## config.mk

```make
export PLATFORM = sky130hd
export DESIGN_NAME = fft_peak_detect
export DESIGN_NICKNAME = d
export VERILOG_FILES = /design/src/rtl/fft_peak_detect.sv
export SDC_FILE = /design/constraint.sdc
export NUM_CORES = 2
export LEC_CHECK = 0
export CELL_PAD_IN_SITES_DETAIL_PLACEMENT = 1
export CELL_PAD_IN_SITES_GLOBAL_PLACEMENT = 1
export CORE_ASPECT_RATIO = 0.75
export CORE_UTILIZATION = 54
export DETAILED_ROUTE_END_ITERATION = 16
export PLACE_DENSITY_LB_ADDON = 0.1
export SLEW_MARGIN = 10
export SYNTH_ARGS = -nofsm -noshare
export SYNTH_HDL_FRONTEND = slang
export SYNTH_SLANG_ARGS = --single-unit
export TNS_END_PERCENT = 20
```

## constraint.sdc

```tcl
create_clock -name clk -period 17.3 [get_ports clk]
set_clock_uncertainty 0.15 [all_clocks]
set_input_delay 3.46 -clock clk [delete_from_list [all_inputs] [get_ports clk]]
set_output_delay 3.46 -clock clk [all_outputs]
set_load 0.01 [all_outputs]
```

## src/rtl/fft_peak_detect.sv

```systemverilog
// FFT peak detector: collects one 8-bin FFT frame from the slave, computes
// per-bin magnitude squared, and presents the peak bin, peak magnitude,
// total energy and a threshold flag once the whole frame has arrived.
module fft_peak_detect #(
   parameter logic [31:0] THRESH = 32'd1000000
) (
   input  logic        clk,
   input  logic        rst,
   input  logic        en,
   input  logic        ack,
   input  logic [31:0] fft_data,
   output logic [2:0]  peak_bin,
   output logic [31:0] peak_mag,
   output logic [34:0] energy,
   output logic        above_thr,
   output logic        done,
   output logic        frame_err
);

   typedef enum logic [1:0] {IDLE, COLLECT, DRAIN, WAIT_LOW} state_t;

   state_t      state_q, state_d;
   logic [2:0]  binCnt_q, binCnt_d;
   logic        accept;
   logic        frameErr_q, frameErr_d;

   logic signed [15:0] reIn, imIn;
   logic signed [31:0] reSq, imSq;
   logic [31:0]        magNow;

   logic        s1Valid_q;
   logic [31:0] s1Mag_q;
   logic [2:0]  s1Bin_q;

   logic [31:0] runPeakMag_q, runPeakMag_d;
   logic [2:0]  runPeakBin_q, runPeakBin_d;
   logic [34:0] runEnergy_q, runEnergy_d;

   logic [2:0]  peakBin_q;
   logic [31:0] peakMag_q;
   logic [34:0] energy_q;
   logic        aboveThr_q;
   logic        done_q;

   // Frame sequencing: decides which ack cycles carry an accepted bin and
   // flags frames that stop before bin 7.
   always_comb begin
      state_d    = state_q;
      binCnt_d   = binCnt_q;
      accept     = 1'b0;
      frameErr_d = 1'b0;
      case (state_q)
         IDLE: begin
            binCnt_d = 3'd0;
            if (ack && en) begin
               accept   = 1'b1;
               binCnt_d = 3'd1;
               state_d  = COLLECT;
            end else if (ack) begin
               state_d = WAIT_LOW;
            end
         end
         COLLECT: begin
            if (ack) begin
               accept = 1'b1;
               if (binCnt_q == 3'd7) begin
                  binCnt_d = 3'd0;
                  state_d  = DRAIN;
               end else begin
                  binCnt_d = binCnt_q + 3'd1;
               end
            end else begin
               frameErr_d = 1'b1;
               binCnt_d   = 3'd0;
               state_d    = IDLE;
            end
         end
         DRAIN: begin
            state_d = ack ? WAIT_LOW : IDLE;
         end
         WAIT_LOW: begin
            if (!ack) state_d = IDLE;
         end
         default: state_d = IDLE;
      endcase
   end

   // State, bin counter and error pulse registers.
   always_ff @(posedge clk or posedge rst) begin
      if (rst) begin
         state_q    <= IDLE;
         binCnt_q   <= 3'd0;
         frameErr_q <= 1'b0;
      end else begin
         state_q    <= state_d;
         binCnt_q   <= binCnt_d;
         frameErr_q <= frameErr_d;
      end
   end

   // Magnitude squared of the incoming bin; each square is at most 2^30 so
   // the sum always fits in 32 unsigned bits.
   always_comb begin
      reIn   = fft_data[31:16];
      imIn   = fft_data[15:0];
      reSq   = reIn * reIn;
      imSq   = imIn * imIn;
      magNow = $unsigned(reSq) + $unsigned(imSq);
   end

   // Stage 1: capture magnitude and bin index on the accept edge.
   always_ff @(posedge clk or posedge rst) begin
      if (rst) begin
         s1Valid_q <= 1'b0;
         s1Mag_q   <= 32'd0;
         s1Bin_q   <= 3'd0;
      end else begin
         s1Valid_q <= accept;
         if (accept) begin
            s1Mag_q <= magNow;
            s1Bin_q <= binCnt_q;
         end
      end
   end

   // Running peak and energy; bin 0 restarts both, later bins only replace
   // the peak when strictly larger so ties keep the lowest bin.
   always_comb begin
      runPeakMag_d = runPeakMag_q;
      runPeakBin_d = runPeakBin_q;
      runEnergy_d  = runEnergy_q;
      if (s1Bin_q == 3'd0) begin
         runPeakMag_d = s1Mag_q;
         runPeakBin_d = 3'd0;
         runEnergy_d  = {3'b000, s1Mag_q};
      end else begin
         runEnergy_d = runEnergy_q + {3'b000, s1Mag_q};
         if (s1Mag_q > runPeakMag_q) begin
            runPeakMag_d = s1Mag_q;
            runPeakBin_d = s1Bin_q;
         end
      end
   end

   // Stage 2: update running values and publish results when bin 7 lands.
   always_ff @(posedge clk or posedge rst) begin
      if (rst) begin
         runPeakMag_q <= 32'd0;
         runPeakBin_q <= 3'd0;
         runEnergy_q  <= 35'd0;
         peakBin_q    <= 3'd0;
         peakMag_q    <= 32'd0;
         energy_q     <= 35'd0;
         aboveThr_q   <= 1'b0;
         done_q       <= 1'b0;
      end else begin
         done_q <= 1'b0;
         if (s1Valid_q) begin
            runPeakMag_q <= runPeakMag_d;
            runPeakBin_q <= runPeakBin_d;
            runEnergy_q  <= runEnergy_d;
            if (s1Bin_q == 3'd7) begin
               peakBin_q  <= runPeakBin_d;
               peakMag_q  <= runPeakMag_d;
               energy_q   <= runEnergy_d;
               aboveThr_q <= (runPeakMag_d > THRESH);
               done_q     <= 1'b1;
            end
         end
      end
   end

   assign peak_bin  = peakBin_q;
   assign peak_mag  = peakMag_q;
   assign energy    = energy_q;
   assign above_thr = aboveThr_q;
   assign done      = done_q;
   assign frame_err = frameErr_q;

endmodule

```

== Yosys cells after proc, flatten, opt, wreduce, memory -nomap -nowiden ==
Index checks and enable logic that the tools add are counted.

* Add/sub/neg operators: 3
* $mul: 2
* Order comparisons: 2
* Eq/ne operators: 8
* Muxes and demuxes: 23
* Reduce and logical (&&, ||, !) cells: 6

{| class="wikitable"
|+ Operators with widths
! operator !! number
|-
| multiplier 16 x 16 -> 32 bit || 2
|-
| two-way mux 32 bit || 2
|-
| adder 35 x 32 -> 35 bit || 1
|-
| two-way mux 35 bit || 1
|-
| adder 32 bit || 1
|-
| > comparator 32 x 20 -> 1 bit, second input constant || 1
|-
| > comparator 32 bit || 1
|-
| two-way mux 2 bit || 6
|-
| two-way mux 3 bit || 4
|-
| case mux 2 bit (4 select lines) || 1
|-
| two-way mux 1 bit || 7
|-
| == test 3 bit, second input constant || 2
|-
| inequality test 3 bit, second input constant || 2
|-
| case mux 3 bit (2 select lines) || 1
|-
| == test 2 bit, second input constant || 2
|-
| adder 3 x 1 -> 3 bit, second input constant || 1
|-
| logical NOT 3 bit || 1
|-
| AND reduction 3 bit || 1
|-
| == test 2 x 1 -> 1 bit, second input constant || 1
|-
| logical NOT 2 bit || 1
|-
| inequality test 2 bit, second input constant || 1
|-
| case mux 1 bit (2 select lines) || 1
|-
| AND reduction 2 bit || 1
|-
| nonzero test 2 bit || 1
|-
| logical AND 1 bit || 1
|}

* Bits in registers: 184
* Bits of input ports: 36
* Word-level logic and storage cells: 58

== Longest topological paths before layout ==
* Depth after elaboration: 4
* Gate-level depth with buffers: 29

== Least setup slack after synthesis ==
Ideal clock, no wire load.

* Path kind: input port to flip-flop
* Start: input fft_data[18]
* End: register s1Mag_q[30]
* Arrival: 10.332 ns
* Slack: 6.686 ns
* Stages on the path: 26
* Path buffers: 2
* Cells stage by stage: clkbuf_1 > clkbuf_1 > nand2_1 > inv_1 > fa_1 > fa_1 > inv_1 > fa_1 > inv_1 > fa_1 > fa_1 > fa_1 > fa_1 > inv_1 > fa_1 > inv_1 > ha_1 > o21a_1 > nor3b_1 > a221o_1 > a2111oi_4 > o21ai_1 > a2111oi_2 > o31ai_1 > xnor2_1 > o21ai_1

* Word-level cells in the longest chain between the ends: 2

{| class="wikitable"
|+ RTL lines
! element !! line !! text
|-
| from (decl) || 11 || <nowiki>input logic [31:0] fft_data,</nowiki>
|-
| multiplier 16 x 16 -> 32 bit || 106 || <nowiki>reSq = reIn * reIn;</nowiki>
|-
| adder 32 bit || 108 || <nowiki>magNow = $unsigned(reSq) + $unsigned(imSq);</nowiki>
|-
| to (signal assigned) || 120 || <nowiki>s1Mag_q <= magNow;</nowiki>
|-
| to (decl) || 32 || <nowiki>logic [31:0] s1Mag_q;</nowiki>
|}

Every way passes these cells.
A chain may end at the register's enable or synchronous reset.

== Worst setup path after layout ==
* Start: input fft_data[15]
* End: register s1Mag_q[29]

* Word-level cells in the longest chain between the ends: 2

{| class="wikitable"
|+ RTL lines
! element !! line !! text
|-
| multiplier 16 x 16 -> 32 bit || 107 || <nowiki>imSq = imIn * imIn;</nowiki>
|-
| adder 32 bit || 108 ||
|}

Every way passes these cells.

==> results.yml <==
synth:
  syn_avg_cell_area_um2: 9.62
  synth_top_area_share_pct: 38.0
  synth_area_leaders: "fa_1 38%, dfrtp_1 17%, inv_1 10%, ha_1 9.7%, nand2_1 4.0%"
  synthCells: 2861
  syn_area_um2: 27500
  synth_warnings: 0
  yosysTopAreaCell: "fa_1"
  synthArstFlopShare_pct: 100
  ys_seq_area_share_pct: 16.7
  syn_nets: 3632
  synth_cell_type_count: 76
  synth-seq-cells: 184
  synthFlopType: "dfrtp_1"
  synth_edf_count: 0
flow_run:
  cap_viol_max_count: 0
grt:
  grt_use_total_pct: 31.0
  grt_util_met1_pct: 41.2
  grt_max_degree: 113
  grt_overflow: 0
  grt_use_met2_pct: 52.7
  top_usage_layer: "met2"
  antenna_found_initial: 0
  grt_pass1_vias: 22800
  use_met3_pct: 4.49
  grt_first_pass_wirelength_mm: 124
detailed_routing:
  drc_errors: 0
  viasPerCell: 5.51
  firstDrtPassIters: 7
  first_iter_violations: 1073
  vias: 19800
  avgRoutedWirePerCell_um: 21.4
  postRouteAntennaNets: 0
  routed_wirelength_mm: 77.0
critical_path:
  reg2regPathDepth: 11
  criticalPathCategory: "input pin to flip-flop"
  r2r-end: "peak_mag[31]"
  cp-end-kind: "flip-flop"
  worstPathMaxFanout: 25
  r2r_start: "s1Mag_q[29]"
  critical_path_required_ns: 17.49
  rrSetupSlack_ns: 12.90
  worst_setup_path_start_kind: "input pin"
  crit_arrival_ns: 12.24
placed_design:
  port_buffers: 108
  place_congestion: 0.926
  placed_area_um2: 29300
  dpl.cell_count: 3564
  dp_hpwl_mm: 64.9
timing:
  fin_tns_setup_ns: 0
  fmax_mhz: 83.0
  setup_viol: 0
  rsz0062_at_grt: "no"
  fin_crit_ns: 12.05
  finalHoldViolations: 0
  slew_viol_final: 0
  worst_pin_slew_ns: 1.07
  relSlewSlack_pct: 28.3
  finalCritPeriodShare_pct: 69.7
clock_network:
  cts-resized-gates: 0
  clock_path_buffers: 2
  cts_tree: "done"
  postCtsHoldBufs: 0
  post_cts_buffers: 0
  cts.sinks: 184
  htreeDepth: 4
  root_buffer: "clkbuf_16"
  clk_latency_ns: 0.44
  cts.reportedPaths.clkPinSlew_ns: 0.07
  cts_buffers: 17
layout:
  final-instance-count-excl-fill: 3597
  final_nets: 3697
  fin_area_um2: 29900
  area_growth_pct: 8.72
  drive_gt1_share_pct: 4.63
hold_path:
  min_from: "energy[17]"
  hp-class: "flip-flop to flip-flop"
  holdPathStages: 2
  holdPathEnd: "energy[17]"
die:
  io-pin-count: 109
  die_h_um: 198
  die_area_um2: 51900
  placementRows: 71
  coreArea_um2: 50300
  initial_core_util_pct: 54.8
  die_w_um: 263
outcome:
  status: "complete, no violations"
## synthesized netlist by cell type, drive strengths merged (3+ instances only)
| library cell | count |
|---|---|
| o31a | 3 |
| a211oi | 6 |
| nand3 | 21 |
| nor3 | 12 |
| clkbuf | 78 |
| nand2 | 293 |
| dfrtp | 184 |
| o22a | 3 |
| xnor2 | 56 |
| nor2b | 18 |
| or4 | 3 |
| nor2 | 84 |
| mux2 | 49 |
| o31ai | 12 |
| or2 | 6 |
| nor3b | 3 |
| mux2i | 48 |
| o221ai | 4 |
| fa | 522 |
| xor2 | 23 |
| o21a | 11 |
| o21ai | 130 |
| o22ai | 3 |
| a21o | 30 |
| buf | 8 |
| and2 | 100 |
| a21oi | 82 |
| nand4 | 14 |
| a31oi | 21 |
| o41ai | 3 |
| or3 | 7 |
| and4 | 3 |
| and3 | 8 |
| ha | 213 |
| nor4 | 12 |
| o211ai | 3 |
| nand2b | 14 |
| inv | 737 |
| o21bai | 5 |
## metal layers
layer / vias to the layer above / share of wire (%)
met5: - / 0
met4: 0 / 2.7
met1: 10400 / 43
met3: 134 / 4.4
li1: 8844 / -
met2: 436 / 50
## sequential cells by signal, summed over array words and instances (netlist names)
name          flops
binCnt_q          3
peak_mag         32
runEnergy_q      35
state_q           2
runPeakMag_q     32
done              1
s1Bin_q           3
runPeakBin_q      3
energy           35
peak_bin          3
above_thr         1
s1Mag_q          32
frame_err         1
s1Valid_q         1
## worst max-delay path: stages
cell and delay, ns:
clkdlybuf4s50_1 0.45, buf_4 0.31, nand2_1 0.54, inv_1 0.60, fa_1 0.50, inv_1 0.09, fa_1 0.43, fa_1 0.50
inv_1 0.06, fa_1 0.48, fa_1 0.59, fa_1 0.45, fa_1 0.55, inv_1 0.06, fa_1 0.47, inv_1 0.04
ha_1 0.32, nand2_1 0.17, nor4_1 0.44, o221ai_1 0.32, o211ai_1 0.26, a41oi_1 0.28, o21ai_0 0.25, a31oi_1 0.15
nor2b_1 0.16, o31ai_1 0.25
## layout make-up
type	count	area [um^2]
antenna	1	2.50
clock buffer	19	443
clock inverter	13	191
fill	5667	20300
inverter	737	2770
multi-input combinational	1854	19800
sequential	184	4610
tap	657	822
timing repair buffer	132	1260
## cell families after synthesis
group / Yosys count / share of synthesized area [%]
adder cells (fa/ha/maj): 735 / 47.6
AO/OA/AOI/OAI: 338 / 7.73
buffers and inverters: 823 / 11.3
AND/OR/NAND/NOR: 605 / 10.4
multiplexers: 97 / 3.75
flip-flops: 184 / 16.7
XOR/XNOR: 79 / 2.51
## worst max path at each step
stage | start | endpoint
final | fft_data[15] | s1Mag_q[29]
after detailed placement | fft_data[15] | s1Mag_q[29]
after global routing | fft_data[15] | s1Mag_q[29]
after global placement | fft_data[15] | s1Mag_q[31]
after CTS | fft_data[15] | s1Mag_q[29]
after floorplan | fft_data[18] | s1Mag_q[30]
## cells in the final DEF (no fill, tap or decap), types with 5 or more instances in the layout
master and count:
inv_1 736, fa_1 522, nand2_1 292, ha_1 213, dfrtp_1 183, o21ai_0 124, clkdlybuf4s50_1 108, and2_1 99
nor2_1 83, a21oi_1 81, xnor2_1 56, mux2_2 49, mux2i_1 48, a21o_1 30, buf_4 24, xor2_1 23
nand3_1 21, a31oi_1 20, nor2b_1 17, clkbuf_16 17, nand4_1 14, nand2b_1 14, nor4_1 12, o31ai_1 12
nor3_1 11, o21a_1 10, and3_1 7, or2_2 6, a211oi_1 6, or3_1 6, o21bai_1 5, o21ai_1 5
## metrics by stage
step | hold WS [ns] | util (%) | worst slack [ns]
4_1_cts | 0.330 | 59.5 | 5.42
5_1_grt | 0.346 | 59.5 | 5.06
3_3_place_gp | 0.312 | 58.3 | 5.19
6_report | 0.326 | 59.5 | 5.25
3_5_place_dp | 0.317 | 58.3 | 4.97
2_1_floorplan | 0.321 | - | 6.69
Power is left out: the tool's default activity adds up to more than one toggle a clock period on the data nets, which glitch-free logic cannot reach.
